==> config.mk <==
export PLATFORM = sky130hd
export DESIGN_NAME = vector_diff_ctrl
export DESIGN_NICKNAME = d
export VERILOG_FILES = /design/src/rtl/vector_diff_ctrl.sv
export SDC_FILE = /design/constraint.sdc
export NUM_CORES = 1
export LEC_CHECK = 0
export ABC_AREA = 1
export ABC_CLOCK_PERIOD_IN_PS = 3350
export CAP_MARGIN = 40
export CORE_MARGIN = 4
export CORE_UTILIZATION = 55
export DETAILED_ROUTE_END_ITERATION = 10
export PLACE_DENSITY = 0.9
export SYNTH_ARGS = -nofsm -noshare
export SYNTH_HDL_FRONTEND = slang
export SYNTH_SLANG_ARGS = --single-unit
==> constraint.sdc <==
create_clock -name clk -period 3.35 [get_ports clk]
set_input_delay 0.5025 -clock clk [delete_from_list [all_inputs] [get_ports clk]]
set_output_delay 0.5025 -clock clk [all_outputs]
set_load 0.005 [all_outputs]
==> src/rtl/vector_diff_ctrl.sv <==
// Requester-side controller for the 4-lane max-abs-difference unit: assembles
// samples into vectors, issues one compare per new vector, returns a flagged result.
module vector_diff_ctrl #(
  parameter int WIDTH   = 4,
  parameter int TIMEOUT = 15
) (
  input  logic               clk,
  input  logic               reset,
  input  logic               in_valid,
  output logic               in_ready,
  input  logic [WIDTH-1:0]   in_lane,
  input  logic [WIDTH-1:0]   thresh,
  output logic               start,
  output logic [4*WIDTH-1:0] vec_new,
  output logic [4*WIDTH-1:0] vec_old,
  input  logic               done,
  input  logic [WIDTH-1:0]   max_diff,
  output logic               res_valid,
  input  logic               res_ready,
  output logic [WIDTH-1:0]   res_max,
  output logic               res_motion,
  output logic               res_err
);

  localparam int CW = $clog2(TIMEOUT + 1);

  typedef enum logic [1:0] {FILL, START, WAIT, RESULT} state_e;

  state_e             state_q, state_d;
  logic [1:0]         lane_q, lane_d;
  logic               primed_q, primed_d;
  logic [CW-1:0]      tmo_q, tmo_d;
  logic [4*WIDTH-1:0] vec_new_q, vec_new_d;
  logic [4*WIDTH-1:0] vec_old_q, vec_old_d;
  logic [WIDTH-1:0]   res_max_q, res_max_d;
  logic               res_motion_q, res_motion_d;
  logic               res_err_q, res_err_d;

  // Gate with reset so in_ready stays low while reset is held.
  assign in_ready   = reset && (state_q == FILL);
  assign start      = (state_q == START);
  assign res_valid  = (state_q == RESULT);
  assign vec_new    = vec_new_q;
  assign vec_old    = vec_old_q;
  assign res_max    = res_max_q;
  assign res_motion = res_motion_q;
  assign res_err    = res_err_q;

  always_comb begin
    state_d      = state_q;
    lane_d       = lane_q;
    primed_d     = primed_q;
    tmo_d        = tmo_q;
    vec_new_d    = vec_new_q;
    vec_old_d    = vec_old_q;
    res_max_d    = res_max_q;
    res_motion_d = res_motion_q;
    res_err_d    = res_err_q;
    case (state_q)
      FILL: begin
        if (in_valid && in_ready) begin
          vec_new_d[lane_q*WIDTH +: WIDTH] = in_lane;
          lane_d = lane_q + 2'd1;
          if (lane_q == 2'd3) begin
            // The very first vector only becomes the reference.
            if (!primed_q) begin
              vec_old_d = vec_new_d;
              primed_d  = 1'b1;
            end else begin
              state_d = START;
            end
          end
        end
      end
      START: begin
        tmo_d   = '0;
        state_d = WAIT;
      end
      WAIT: begin
        tmo_d = tmo_q + CW'(1);
        if (done) begin
          res_max_d    = max_diff;
          res_motion_d = (max_diff > thresh);
          res_err_d    = 1'b0;
          state_d      = RESULT;
        end else if (tmo_q == CW'(TIMEOUT - 1)) begin
          res_max_d    = '0;
          res_motion_d = 1'b0;
          res_err_d    = 1'b1;
          state_d      = RESULT;
        end
      end
      RESULT: begin
        if (res_ready) begin
          vec_old_d = vec_new_q;
          lane_d    = 2'd0;
          state_d   = FILL;
        end
      end
      default: state_d = FILL;
    endcase
  end

  always_ff @(posedge clk or negedge reset) begin
    if (!reset) begin
      state_q      <= FILL;
      lane_q       <= 2'd0;
      primed_q     <= 1'b0;
      tmo_q        <= '0;
      vec_new_q    <= '0;
      vec_old_q    <= '0;
      res_max_q    <= '0;
      res_motion_q <= 1'b0;
      res_err_q    <= 1'b0;
    end else begin
      state_q      <= state_d;
      lane_q       <= lane_d;
      primed_q     <= primed_d;
      tmo_q        <= tmo_d;
      vec_new_q    <= vec_new_d;
      vec_old_q    <= vec_old_d;
      res_max_q    <= res_max_d;
      res_motion_q <= res_motion_d;
      res_err_q    <= res_err_d;
    end
  end

endmodule

==> results of run 1 <==
-- state kept, by name (all words and copies together), names as in the netlist --
register	cells
lane_q	2
primed_q	1
res_err	1
res_max	4
res_motion	1
state_q	2
tmo_q	4
vec_new	16
vec_old	16
-- area by class of cell --
| class | count | area, µm² |
|---|---|---|
| sequential | 47 | 1180 |
| timing repair buffer | 59 | 581 |
| fill | 409 | 1360 |
| clock buffer | 6 | 72.6 |
| inverter | 52 | 195 |
| multi-input combinational | 260 | 1250 |
| tap | 67 | 83.8 |
-- per-stage QoR --
step                      hold WS [ns]  setup WS (ns)  total power (µW)
after floorplan                  0.207           1.75              1910
after global placement           0.464           1.07              2480
after detailed placement         0.466           1.01              2550
after CTS                        0.278           1.01              2880
after global routing             0.301          0.907              3150
final                            0.253           1.07              2870
-- cell usage after synthesis --
| cell | number | area (µm²) |
|---|---|---|
| a31oi_1 | 1 | 6.26 |
| clkinv_1 | 1 | 3.75 |
| buf_2 | 3 | 15.0 |
| nor2_4 | 1 | 11.3 |
| nor2_1 | 23 | 86.3 |
| dfrtp_1 | 47 | 1180 |
| nand3_2 | 1 | 10.0 |
| nor3_1 | 1 | 5.00 |
| dlygate4sd1_1 | 1 | 8.76 |
| a21oi_1 | 10 | 50.1 |
| inv_2 | 1 | 3.75 |
| nand2_2 | 2 | 12.5 |
| nand3_1 | 40 | 200 |
| nor3b_1 | 2 | 15.0 |
| inv_1 | 50 | 188 |
| nand4_1 | 7 | 43.8 |
| buf_6 | 2 | 22.5 |
| buf_4 | 1 | 7.51 |
| o21ai_0 | 20 | 100 |
| ha_1 | 16 | 200 |
| nand2_1 | 136 | 510 |
-- metal layers --
layer / up-vias / global-route usage, % / routed length, µm
met2: 88 / 39.0 / 3080
met3: 10 / 4.87 / 430
met4: 0 / 7.65 / 82
li1: 1260 / - / -
met1: 1177 / 26.4 / 2620
met5: - / 0 / 0
-- worst max-delay path, cell delays in order --
cell and delay, ns:
buf_2 0.55, nand2_1 0.13, inv_1 0.08, clkdlybuf4s50_1 0.50
-- cells by family after synthesis --
group / after synthesis
flops: 47
compound gates: 31
buf+inv: 59
simple gates: 213
fa+ha+maj: 16
-- worst paths after layout --
| check | startpoint | end | slack [ns] | cells after the start |
|---|---|---|---|---|
| max | reset | in_ready | 1.07 | 4 |
| min | reset | primed_q$_DFFE_PN0P_ | 0.25 | 1 |
| max reg2reg | state_q[0]$_DFFE_PN0P_ | vec_old[3]$_DFFE_PN0P_ | 1.15 | 8 |
| min reg2reg | vec_old[3]$_DFFE_PN0P_ | vec_old[3]$_DFFE_PN0P_ | 0.48 | 2 |
| max in group asynchronous | reset | vec_new[9]$_DFFE_PN0P_ | 2.36 | 2 |
| min in group clk | vec_old[3]$_DFFE_PN0P_ | vec_old[3]$_DFFE_PN0P_ | 0.48 | 2 |
-- where the power goes --
part,switching (µW),internal (µW),total [µW]
Clock,180,140,320
Combinational,872,703,1570
Sequential,180,796,976
Total,1230,1640,2870
==> impl_metrics.json, run 1 <==
{
  "drtPass1Iterations": 5,
  "dieArea_mm2": 0.00605,
  "final_common_cell": "nand2_1",
  "yosysUniqueCellTypes": 21,
  "achievable-frequency_ghz": 0.439,
  "globalRouteOverflowTotal": 0,
  "synthMuxAreaShare_pct": 0,
  "cts.path.max_buffers": 2,
  "cts_sinks": 47,
  "critPathMaxFanout": 32,
  "cts_tree": "built",
  "fin_tns_setup_ns": 0,
  "worstSetupPathType": "in -> out",
  "finalSetupViolCount": 0,
  "antenna_found_initial": 0,
  "dp_cells": 485,
  "area_delta_synth_final_pct": 25.5,
  "drt_iter0_drc": 169,
  "fin_skew_ns": 0.00737,
  "clock_latency_ns": 0.30,
  "synth_compound_area_share_pct": 5.84,
  "p_per_area_mw_per_mm2": 854,
  "synthSimpleGateAreaFrac_pct": 33.4,
  "postCtsHoldBufs": 0,
  "syn_inst": 366,
  "avgViaCountPerCell": 5.16,
  "synth_fa_ha_area_share_pct": 7.48,
  "cts_root_buf": "clkbuf_8",
  "grt_usage_pct": 22.1,
  "path_clk_slew_ns": 0.09,
  "route.detailed.drc": 0,
  "ant_nets": 0,
  "port_buffers": 57,
  "n_antenna_cell": 0,
  "drive_above_1_share_pct": 3.07,
  "globalplace.congestion": 0.835,
  "cts_max_level": 2,
  "hp-class": "in -> async",
  "fin_crit_sh_pct": 68.0,
  "start_util_pct": 56.7,
  "final_nets": 458,
  "grt_pass1_wl_um": 11000,
  "postCtsSetupRepairBufs": 0,
  "seq_area_frac_synth_pct": 43.9,
  "fin_cells": 491,
  "grt_pass1_vias": 2509,
  "dieWidth_um": 77.8,
  "synth_top_family_by_area": "simple AND/OR/NAND/NOR gates",
  "rsz0062_at_grt": "no",
  "max_cap_violations": 0,
  "final_cell_mix": "136 x nand2_1, 56 x clkdlybuf4s50_1, 50 x inv_1",
  "min_period_ns": 2.28,
  "peakVddDrop_mv": 0.416,
  "synth_warnings": 0,
  "dp_hpwl_um": 4540,
  "synthesis.nets": 399,
  "tightest_slew_ns": 0.717,
  "hold_viol_final": 0,
  "cp.arrival_ns": 1.78,
  "avgSynthCellArea_um2": 7.31,
  "post_cts_resized": 0,
  "syn_area_mm2": 0.00268,
  "synth_xor_area_share_pct": 0,
  "synth-seq-cells": 47,
  "vias": 2535,
  "grt_max_degree": 33,
  "cp-end-kind": "primary output",
  "dpl_cell_area_mm2": 0.00329,
  "worst-endpoint-required_ns": 2.85,
  "fp.dieH_um": 77.8,
  "final-max-slew-violation-count": 0,
  "drt-wirelength-per-cell_um": 12.7,
  "ioPinCount": 58,
  "worstSetupStartpointType": "primary input",
  "rows": 25,
  "max_slew_margin_pct": 52.2,
  "fin_util_pct": 71.1,
  "leakage_uw": 0.00179,
  "status": "finished clean",
  "postLayoutCellArea_mm2": 0.00336,
  "numCtsBuffers": 5,
  "placeableCoreArea_mm2": 0.00472,
  "routed_wl_um": 6220
}
Note: power is estimated with default switching activity, not from simulation.
==> inputs of run 2 (changes only) <==
ABC_CLOCK_PERIOD_IN_PS = 1900   (was 3350)
CORE_UTILIZATION = 46   (was 55)
PLACE_DENSITY = 0.8   (was 0.9)
clock period = 1.9 ns   (was 3.35 ns; I/O delays follow)
==> impl_metrics.json, run 2 (synthesis gave the netlist of run 1 again) <==
{
  "path_clk_slew_ns": 0.08,
  "status": "finished clean",
  "cts.path.max_buffers": 2,
  "n_antenna_cell": 0,
  "worstPathCellList": "inv_2 > ha_4 > nand2_1 > inv_1 > clkdlybuf4s50_1",
  "avgViaCountPerCell": 4.92,
  "cts_tree": "built",
  "tightest_slew_ns": 0.522,
  "cp-end-kind": "primary output",
  "antenna_found_initial": 0,
  "drt-wirelength-per-cell_um": 12.3,
  "dp_cells": 497,
  "highest-signal-layer": "met4",
  "rsz0062_at_grt": "yes",
  "fin_skew_ns": 0.00862,
  "rrSetupSlack_ns": 0.28,
  "dieArea_mm2": 0.00710,
  "power.total_uw": 5360,
  "hp-class": "in -> async",
  "worst-endpoint-required_ns": 1.62,
  "ff2ff_path_depth": 8,
  "fp.dieH_um": 84.3,
  "area_delta_synth_final_pct": 30.3,
  "fin_crit_sh_pct": 97.3,
  "start_util_pct": 48.0,
  "leakage_uw": 0.00184,
  "grt_pass1_wl_um": 11000,
  "achievable-frequency_ghz": 0.541,
  "max_slew_margin_pct": 65.2,
  "grt_usage_pct": 18.7,
  "globalplace.congestion": 0.869,
  "peakVddDrop_mv": 0.944,
  "globalRouteOverflowTotal": 0,
  "fill_cells": 490,
  "final_common_cell": "nand2_1",
  "worstSetupPathType": "reg -> out",
  "slowest_delay_ns": 0.49,
  "r2r-start": "lane_q[1]$_DFFE_PN0P_",
  "route.detailed.drc": 0,
  "worstSetupStartpointType": "register",
  "clock_latency_ns": 0.30,
  "finalWorstSetupSlack_ns": 0.0516,
  "final_cell_mix": "136 x nand2_1, 56 x clkdlybuf4s50_1, 48 x inv_1",
  "cts_max_level": 2,
  "rows": 27,
  "dieWidth_um": 84.3,
  "fin_tns_setup_ns": 0,
  "routed-wl-met2_um": 2990,
  "placeableCoreArea_mm2": 0.00557,
  "cts_root_buf": "clkbuf_8",
  "fin_cells": 505,
  "reg2reg_to": "vec_old[9]$_DFFE_PN0P_",
  "ioPinCount": 58,
  "grt_max_degree": 43,
  "cts_sinks": 47,
  "numCtsBuffers": 5,
  "critPathMaxFanout": 6,
  "vias": 2486,
  "finalSetupViolCount": 0,
  "drt-met1-wl_um": 2770,
  "dp_hpwl_um": 4630,
  "cp.arrival_ns": 1.56,
  "slowest_stage": "clkdlybuf4s50_1",
  "ant_nets": 0,
  "holdWs_ns": 0.144,
  "post-place-ws_ns": 0.132,
  "final-max-slew-violation-count": 0,
  "met3_length_um": 370,
  "max_cap_violations": 0,
  "postCtsSetupRepairBufs": 0,
  "p_per_area_mw_per_mm2": 1540,
  "drt_iter0_drc": 122,
  "routed_wl_um": 6190,
  "grt_pass1_vias": 2484,
  "drtPass1Iterations": 4,
  "port_buffers": 57,
  "hold_viol_final": 0,
  "min_period_ns": 1.85,
  "final_nets": 466,
  "drive_above_1_share_pct": 5.77
}
==> run 2: changes by cell type in the layout (fill, tap and decap cells not counted) <==
cell	previous run	this run
buf_4	2	8
inv_1	50	48
bufinv_16	0	1
ha_1	16	15
nor3_2	0	1
dlygate4sd3_1	0	1
inv_2	1	3
ha_4	0	1
buf_12	0	1
nor3_1	1	0
==> run 2: timing repair <==
item / in CTS / in global routing
hold endpoints to repair: 5 / 0
hold buffers: 1 / 0
setup endpoints to repair: 1 / 3
resized for setup: 3 / 2
==> run 2: final cells by class <==
cell class | instances | area, µm² | share of cell area [%]
clock inverters | 1 | 30.0 | 0.861
repair buffers | 67 | 656 | 18.8
flip-flops and latches | 47 | 1180 | 33.7
multi-input cells | 260 | 1270 | 36.4
well taps | 72 | 90.1 | 2.58
inverters | 52 | 195 | 5.60
clock buffers | 6 | 72.6 | 2.08
==> run 2: stage by stage <==
stage	utilization [%]	cell area, µm²
2_1_floorplan	-	2680
3_3_place_gp	60.2	3360
3_5_place_dp	60.2	3360
4_1_cts	62.5	3480
5_1_grt	62.6	3490
6_report	62.6	3490
==> run 2: power breakdown <==
part,internal (µW),leakage (µW),switching [µW]
combinational,1370,0.00118,1570
clock,386,0.0000513,321
sequential,1400,0.000610,299
==> run 2: worst max path at each step <==
stage,start,end,slack (ns)
final,state_q[0]$_DFFE_PN0P_,in_ready,0.05
after global routing,state_q[0]$_DFFE_PN0P_,in_ready,-0.02
after CTS,state_q[1]$_DFFE_PN0P_,in_ready,0.008
after detailed placement,state_q[0]$_DFFE_PN0P_,vec_old[9]$_DFFE_PN0P_,0.13
after global placement,state_q[0]$_DFFE_PN0P_,vec_old[8]$_DFFE_PN0P_,0.26
after floorplan,lane_q[0]$_DFFE_PN0P_,vec_old[12]$_DFFE_PN0P_,0.30
==> run 2: critical path: cells and delay by family, from the launching register on <==
family	cells	cell delay [ns]
buf+inv	3	0.63
flops	1	0.41
simple gates	1	0.05
fa+ha+maj	1	0.17
==> run 2: routing by layer <==
| metal | up-vias | track usage [%] |
|---|---|---|
| met5 | - | 0 |
| met4 | 0 | 4.82 |
| met3 | 8 | 4.81 |
| met2 | 60 | 33.2 |
| met1 | 1134 | 22.5 |
| li1 | 1284 | - |
==> variant 1, RTL diff (flow settings as in run 2) <==
The parameter `WIDTH` goes from 4 to 6.
--- a/src/rtl/vector_diff_ctrl.sv
+++ b/src/rtl/vector_diff_ctrl.sv
@@ -1,7 +1,7 @@
 // Requester-side controller for the 4-lane max-abs-difference unit: assembles
 // samples into vectors, issues one compare per new vector, returns a flagged result.
 module vector_diff_ctrl #(
-  parameter int WIDTH   = 4,
+  parameter int WIDTH   = 6,
   parameter int TIMEOUT = 15
 ) (
   input  logic               clk,
Interface: changed (6 resized); port bits go from 58 to 82. No check against the original RTL was run, so the function may have changed too.
==> variant 1 against run 2 <==
- setup slack gained 22 ps
- non-clock buffer count grew 38
- cell area grew 45%
- area after synthesis grew 40%
- power grew 62%
- die area grew 36%
- wire length grew 71%
- sequential cell count grew 18
- clock skew is essentially flat
- largest cell class unchanged
==> variant 1: results (changes against run 2) <==
* Status: finished clean
* Worst slack at placement at 10.5 ps (-122 ps)
* Top cells by area in the synthesized netlist: sky130_fd_sc_hd__dfrtp_1 43%, sky130_fd_sc_hd__nand2_1 17%, sky130_fd_sc_hd__nand3_1 9.0%
* Vias in the first global route at 3693 (+49%)
* Most frequent cells after synthesis: 166 x sky130_fd_sc_hd__nand2_1, 67 x sky130_fd_sc_hd__nand3_1, 65 x sky130_fd_sc_hd__dfrtp_1
* Placed Cells incl. Taps at 684 (+38%)
* Final HPWL DP at 7610 um (+64%)
* CP Data Arrival Time at 1540 ps (-20 ps)
* Overall Global Routing Usage at 0.225 (+0.0379)
* Startpoint of the most critical register-to-register path: state_q[1]
* Post-detailed-route via-to-cell ratio at 5.34 (+8.6%)
* Leakage power total at 2.51 nW (+36%)
* WL met2 at 5240 um (+75%)
* Placer congestion estimate at 0.918 (+5.7%)
* H-Tree Level Count at 3 (+1)
* Worst-path maximum fanout at 5 (-1)
* Worst-Skew Late Latency at 350 ps (+50 ps)
* Wire length of the first global-routing pass at 17700 um (+61%)
* Net count, final at 641 (+38%)
* Number of buffers created by CTS at 9 (+4)
* Register-to-register setup slack at 140 ps (-140 ps)
* Routed metal-1 wire length at 4570 um (+65%)
* Proportion of synthesized chip area in sequential cells at 0.434 (-0.00526)
* Routed wire length at 10600 um (+71%)
* Post-synthesis cell type count at 29 (+38%)
* Layout cells sized above 1 at 0.109 (+0.0515)
* Highest attainable clock frequency at 0.547 GHz (+1.2%)
* Synth Instances at 502 (+37%)
* Endpoint of the most critical register-to-register path: vec_old[3]
* Max VDD drop at 0.910 mV (-3.5%)
* Worst-case clock skew at 8.67 ps (+0.0520 ps)
* Maximum number of pins on one net before global-route repair at 64 (+49%)
==> variant 1: cell families after synthesis <==
logic type | after synthesis | synth area share
AOI/OAI and AO/OA | 76 | 0.119
DFF | 65 | 0.434
buffers and inverters | 62 | 0.0701
and+or+nand+nor | 280 | 0.313
adders and majority gates | 19 | 0.0635
==> variant 1: layer usage <==
metal / GRT usage / vias up
met5: 0 / -
met4: 0.0525 / 0
met3: 0.0543 / 13
met2: 0.375 / 135
met1: 0.297 / 1793
li1: - / 1832
==> variant 1: metrics by stage <==
stage	power, mW	setup TNS, ps
after CTS	8.64	0
after global routing	9.45	-5.46
after detailed placement	7.16	0
after floorplan	5.22	0
final	8.71	0
after global placement	7.03	0
==> variant 1: what timing repair did <==
item,4_1_cts,5_1_grt
endpoints found under the setup margin,4,38
buffers inserted,5,0
hold endpoints to repair,2,0
resized for setup,4,15
hold buffers,1,0
pin swaps,1,1
cloned,0,0
==> variant 1: power by group <==
group,internal [mW],switching [mW],leakage (nW),total [mW]
Sequential,1.94,0.397,0.835,2.34
Clock,0.787,0.528,0.116,1.32
Combinational,2.27,2.78,1.56,5.05
Total,5.00,3.71,2.51,8.71
==> variant 1: final cells by class <==
class	instances	area [um2]
Fill cell	681	2750
Multi-Input combinational cell	375	1910
Sequential cell	65	1630
Timing Repair Buffer	105	1010
Clock buffer	15	196
Inverter	43	164
Tap cell	102	128
Clock inverter	1	30.0
==> variant 1: worst min path at each step <==
stage | to | slack, ps | cells after the start
after global placement | state_q[1] | 130 | 1
final | vec_old[11] | 230 | 2
after detailed placement | state_q[1] | 130 | 1
after floorplan | lane_q[0] | -10 | 0
after CTS | vec_new[5] | 260 | 2
after global routing | vec_new[2] | 290 | 2
==> variant 2, RTL diff (settings of run 2) <==
Without the edit above. Reset style: synchronous (`reset`), changed in one clocked block.
--- a/src/rtl/vector_diff_ctrl.sv
+++ b/src/rtl/vector_diff_ctrl.sv
@@ -101,7 +101,7 @@
     endcase
   end
 
-  always_ff @(posedge clk or negedge reset) begin
+  always_ff @(posedge clk) begin
     if (!reset) begin
       state_q      <= FILL;
       lane_q       <= 2'd0;
Formal check against the unedited RTL: differs if reset is asserted again (counterexample within 4 cycles, from zero or initial values and one cycle with reset low); with reset held inactive, the same outputs for 10 cycles.
==> variant 2 against run 2 <==
- setup slack improved by 31 ps
- clock skew fell by 2.7 ps
- area after synthesis is 0.28% higher
- highest routed layer unchanged
- cell area down 1.1%
- sequential cell count stayed put
- wire length is 2.0% higher
- cell count increased by 7.1%
- maximum frequency up 1.7%
Power is not compared: it rests on default switching activity, and its combinational part moved more than twofold at a synthesized area within 25%.
==> variant 2: results (changes against run 2) <==
* Endpoint of the most critical register-to-register path: vec_old[10]
* Critical path origin: state_q[0]
* H-Tree Level Count at 2 (unchanged)
* Post-detailed-route via-to-cell ratio at 4.95 (+0.55%)
* Final HPWL DP at 4800 um (+3.6%)
* Number of buffers created by CTS at 5 (unchanged)
* Top cells by area in the synthesized netlist: sky130_fd_sc_hd__dfxtp_1 35%, sky130_fd_sc_hd__nand2_1 11%, sky130_fd_sc_hd__nor2_1 10%
* Max VDD drop at 0.287 mV
* Max cap viols at 0 (unchanged)
* Maximum number of pins on one net before global-route repair at 34 (-21%)
* Leakage power total at 1.47 nW
* Ys async rst share at 0 (-1.00)
* Placer congestion estimate at 0.876 (+0.76%)
* Worst-Skew Late Latency at 310 ps
* Clock input transition at the sequential cells of the worst setup and hold paths at 90 ps
* Critical Path End: in_ready
* Post-CTS repair timing setup buffer count at 0 (unchanged)
* CP Data Arrival Time at 1530 ps (-30 ps)
* Proportion of synthesized chip area in sequential cells at 0.351 (-0.0889)
* Total of warnings raised by yosys at 0 (unchanged)
* Final antenna diode count at 0 (unchanged)
* Port bufs at 57 (unchanged)
* Startpoint of the most critical register-to-register path: lane_q[1]
* Net count, final at 501 (+7.5%)
* Router iterations before antenna repair at 4 (unchanged)
* Cell count of the worst hold path at 2
* Antenna violations before repair at 0 (unchanged)
* Register-to-register setup slack at 230 ps (-50 ps)
* Vias in the first global route at 2593 (+4.4%)
* Net count after synthesis at 441 (+11%)
* Count of fill cells added during filler insertion at 536 (+9.4%)
* Detailed router's first-iteration violation count at 182 (+49%)
* Maximum number of buffers from clock root to sink at 2 (unchanged)
* Worst-case clock skew at 5.90 ps (-2.72 ps)
* Layout cells sized above 1 at 0.0874 (+0.0297)
* Cell chosen for the clock root: sky130_fd_sc_hd__clkbuf_8
* Reg2reg path depth at 8 (unchanged)
* Net Switching at 0.518 mW
* Status: finished clean
* Wire per inst at 11.7 um (-4.8%)
* Type of the tightest min-delay check: register to register
* Worst-path maximum fanout at 6 (unchanged)
* Startpoint of the lowest-slack hold path: res_max[3]
* Power consumed by sequential cells at 1.03 mW
* Post-synthesis cell type count at 26 (+24%)
* Overall Global Routing Usage at 0.182 (-0.00551)
* Part of the power in the clock network at 0.320
* Total grt overflow at 0 (unchanged)
* Most frequent cells after synthesis: 82 x sky130_fd_sc_hd__nand2_1, 74 x sky130_fd_sc_hd__nor2_1, 57 x sky130_fd_sc_hd__inv_1
* Hold Path Sink: res_max[3]
* Wire length of the first global-routing pass at 11000 um (-0.13%)
* Worst slew slack as a fraction of its limit at 0.752 (+0.100)
[variant 2: layout make-up]
cell class	instances	area share
multi-input cells	288	0.423
flip-flops and latches	47	0.273
repair buffers	67	0.187
inverters	59	0.0642
well taps	72	0.0261
clock buffers	5	0.0199
clock inverters	3	0.00580
[variant 2: kinds of logic after synthesis]
logic type,Yosys count,synth area share
AO/OA/AOI/OAI,59,0.119
adder cells (fa/ha/maj),16,0.0746
buffers and inverters,73,0.110
flip-flops,47,0.351
AND/OR/NAND/NOR,213,0.346
[variant 2: per-layer routing]
layer	up-vias	GRT usage	part of all wire
met3	9	0.0442	0.052
met5	-	0	0
li1	1410	-	-
met1	1189	0.206	0.43
met2	70	0.332	0.50
met4	0	0.0590	0.015
[variant 2: critical path, cell delays in order, from the launching register on]
cell,delay [ps]
sky130_fd_sc_hd__dfxtp_2,350
sky130_fd_sc_hd__inv_2,80
sky130_fd_sc_hd__ha_4,180
sky130_fd_sc_hd__nand2_1,60
sky130_fd_sc_hd__inv_1,60
sky130_fd_sc_hd__clkdlybuf4s50_1,500
[variant 2: per-stage QoR]
step | worst slack [ps] | power (mW) | cell area, um2 | hold WS (ps) | std cells
2_1_floorplan | 223 | 1.19 | 2680 | 433 | 408
3_3_place_gp | 240 | 1.31 | 3350 | 454 | 533
3_5_place_dp | 219 | 1.32 | 3350 | 457 | 533
4_1_cts | 0.0178 | 1.92 | 3450 | 473 | 541
5_1_grt | 4.01 | 2.00 | 3450 | 497 | 541
6_report | 83.0 | 1.91 | 3450 | 467 | 541
[variant 2: what timing repair did]
action,4_1_cts,5_1_grt
hold endpoints to repair,0,0
setup endpoints to repair,1,1
gates resized for setup,2,4
hold buffers,0,0
